==> src/rtl/pixel_abs_diff.sv <==
// Combinational |a - b| for signed pixels, one bit wider than the
// operands so the full range (e.g. 0x8000 vs 0x7FFF) is exact.
module pixel_abs_diff #(
    parameter int W = 16
) (
    input  logic [W-1:0] a_i,
    input  logic [W-1:0] b_i,
    output logic [W:0]   abs_o
);

    logic [W:0] diff;

    assign diff  = {a_i[W-1], a_i} - {b_i[W-1], b_i};
    assign abs_o = diff[W] ? (~diff + 1'b1) : diff;

endmodule

==> config.mk <==
export PLATFORM = sky130hd
export DESIGN_NAME = pixel_abs_diff
export DESIGN_NICKNAME = d
export VERILOG_FILES = /design/src/rtl/pixel_abs_diff.sv
export SDC_FILE = /design/constraint.sdc
export NUM_CORES = 1
export LEC_CHECK = 0
export ABC_AREA = 1
export CAP_MARGIN = 20
export CORE_MARGIN = 10
export CORE_UTILIZATION = 55
export DETAILED_ROUTE_END_ITERATION = 8
export PLACE_DENSITY = 0.95
export SLEW_MARGIN = 20
export SYNTH_ARGS = -nofsm -noshare
export SYNTH_HDL_FRONTEND = slang
export SYNTH_SLANG_ARGS = --single-unit
==> constraint.sdc <==
create_clock -name vclk -period 5.3
set_clock_uncertainty 0.2 [all_clocks]
set_input_delay 0.795 -clock vclk [all_inputs]
set_output_delay 0.795 -clock vclk [all_outputs]
set_load 0.005 [all_outputs]
==> results.py <==
metrics = {
    "clock_network": {
        "holdBufCountCts": 0,
        "cts_resized": 0,
        "postCtsSetupBuffers": 0,
    },
    "power_and_ir_drop": {
        "ir_drop_mv": 0.0601,
        "power_density_nw_per_um2": 153,
        "p_leak_nw": 1.31,
    },
    "worst_setup_path": {
        "crit_cells": 16,
        "crit_chain": "clkdlybuf4s50_1 > inv_1 > ha_1 > fa_1 > inv_1 > nand3_1 > nand2_2 > nand3_1 > nand3_2 > nand2_2 > nand2_1 > nand2_2 > nand2_2 > nand2_1 > nor3_2 > clkdlybuf4s50_1",
        "critPathTopFamily": "simple AND/OR/NAND/NOR gates",
        "critPathRequiredTime_ns": 4.30,
        "cp-endpoint": "abs_o[16]",
        "cp_max_fo": 20,
        "cp.arrival_ns": 3.73,
        "critPathLaunchType": "input pin",
        "crit_path_max_incr_delay_ns": 0.52,
        "crit_path_start": "a_i[0]",
        "worstSetupEndpointType": "output pin",
        "crit_slowest_cell": "clkdlybuf4s50_1",
        "crit_buf_inv": 4,
        "cpMostUsedCell": "nand2_2",
        "critPathKind": "in -> out",
    },
    "synthesis": {
        "synth_top_area_share_pct": 29.4,
        "ys_types": 25,
        "syn_inst": 340,
        "avgSynthCellArea_um2": 4.95,
        "yosysSeqAreaShare_pct": 0,
        "synth_area_leaders": "nand2_1, inv_1, ha_1",
        "yosys.area.top_type": "nand2_1",
        "syn_nets": 390,
        "synth_area_um2": 1680,
        "yosysWarnings": 0,
    },
    "floorplan": {
        "die_area_um2": 5670,
        "core_area_um2": 2980,
        "rows": 20,
        "dieHeight_um": 75.3,
        "io_pins": 49,
        "die_w_um": 75.3,
        "initial_utilization_pct": 56.5,
    },
    "final_layout": {
        "final_cell_mix": "nand2_1, inv_1, clkdlybuf4s50_1, nand3_1, nor2_1",
        "fillers": 274,
        "nNetsFinal": 439,
        "final_common_cell": "nand2_1",
        "clkbuf_count": 0,
        "n_antenna_cell": 0,
        "multi_input_area_um2": 1390,
        "syn2layout_area_growth_pct": 30.6,
        "seq_area_um2": 0,
        "flops_and_latches": 0,
        "drive_gt1_share_pct": 8.27,
    },
    "placed_design": {
        "place_hpwl_um": 4130,
        "routabilityCongestion": 0.889,
        "port-buffer-count": 49,
    },
    "grt": {
        "grt_max_degree": 21,
        "grt_pass1_wl_um": 7830,
        "overflow": 0,
        "antenna_found_initial": 0,
        "grt_pass1_vias": 1964,
        "gr-usage-all-layers_pct": 16.0,
    },
    "detailed_routing": {
        "vias_per_cell": 5.07,
        "drtIter0Drc": 129,
        "final_antenna_net_count": 0,
        "drcViolationCount": 0,
        "wire_per_inst_um": 10.8,
        "dr_total_vias": 2129,
        "drt_pass1_iterations": 5,
        "routed_wirelength_um": 4550,
    },
    "sta": {
        "period_share_pct": 89.2,
        "rsz0062_at_grt": "no",
        "worst-slew-pin-transition_ns": 0.342,
        "setup_violations": 0,
        "slew_headroom_pct": 77.1,
        "finalMaxSlewViolations": 0,
        "finalHoldViolCount": 0,
        "tns_ns": 0,
        "holdWs_ns": 2.49,
        "fmax_ghz": 0.212,
        "min_period_ns": 4.73,
    },
    "run_status": {
        "status": "completed",
    },
    "run": {
        "cap_violations": 0,
    },
    "worst_hold_path": {
        "hold_path_class": "in -> out",
    },
}
-- worst min-delay path: stages --
cell             delay (ns)
clkdlybuf4s50_1        0.45
ha_1                   0.16
inv_1                  0.05
clkdlybuf4s50_1        0.44
-- synthesized netlist by cell type --
cell type,n
nand2_1,132
inv_1,70
nand3_1,36
nor2_1,23
ha_1,17
a21oi_1,11
nand2_2,11
xor2_1,7
nand3_2,6
inv_2,5
nor2_2,5
and2_1,2
nand4_1,2
xnor2_1,2
a211oi_2,1
a21o_1,1
a21oi_2,1
buf_2,1
buf_6,1
fa_1,1
nand3b_1,1
nor2_4,1
nor3_2,1
o21ai_0,1
o21ai_2,1
-- kinds of logic after synthesis --
group / count (synthesis) / share of synthesized area (%)
simple gates: 220 / 58.0
buf+inv: 77 / 17.7
fa+ha+maj: 18 / 13.8
xor+xnor: 9 / 4.68
compound gates: 16 / 5.80
-- how the worst min path moves through the flow --
stage / slack (ns) / depth (start not counted) / endpoint / from
floorplan: 1.57 / 2 / abs_o[0] / b_i[0]
global placement: 2.49 / 5 / abs_o[0] / a_i[0]
detailed placement: 2.50 / 4 / abs_o[0] / b_i[0]
CTS: 2.50 / 4 / abs_o[0] / b_i[0]
global route: 2.58 / 5 / abs_o[0] / a_i[0]
finish: 2.49 / 4 / abs_o[0] / b_i[0]
-- power by group --
group | leakage [nW] | internal (mW) | switching [mW]
Combinational | 1.31 | 0.159 | 0.177
Sequential | 0 | 0 | 0
Clock | 0 | 0 | 0
-- per-stage QoR --
| stage | total power, mW | instance area, µm² | setup WS [ns] | instances | utilization [%] |
|---|---|---|---|---|---|
| 2_1_floorplan | 0.204 | 1680 | 1.84 | 340 | - |
| 3_3_place_gp | 0.329 | 2200 | 0.649 | 420 | 73.8 |
| 3_5_place_dp | 0.336 | 2200 | 0.572 | 420 | 73.8 |
| 4_1_cts | 0.337 | 2200 | 0.570 | 420 | 73.8 |
| 5_1_grt | 0.376 | 2200 | 0.268 | 420 | 73.8 |
| 6_report | 0.336 | 2200 | 0.572 | 420 | 73.8 |
-- final cells by class --
type / instances / share of cell area, %
multi-input cells: 263 / 63.0
repair buffers: 49 / 22.3
inverters: 75 / 12.8
well taps: 33 / 1.88
-- routing by layer --
layer | share of wire [%] | vias to the layer above | GRT usage [%]
met5 | 0 | - | 0
met4 | 0.64 | 0 | 1.03
met3 | 7.6 | 4 | 1.56
met2 | 48 | 76 | 29.6
met1 | 44 | 923 | 20.2
li1 | - | 1126 | -
Note: power is estimated with default switching activity, not from simulation.
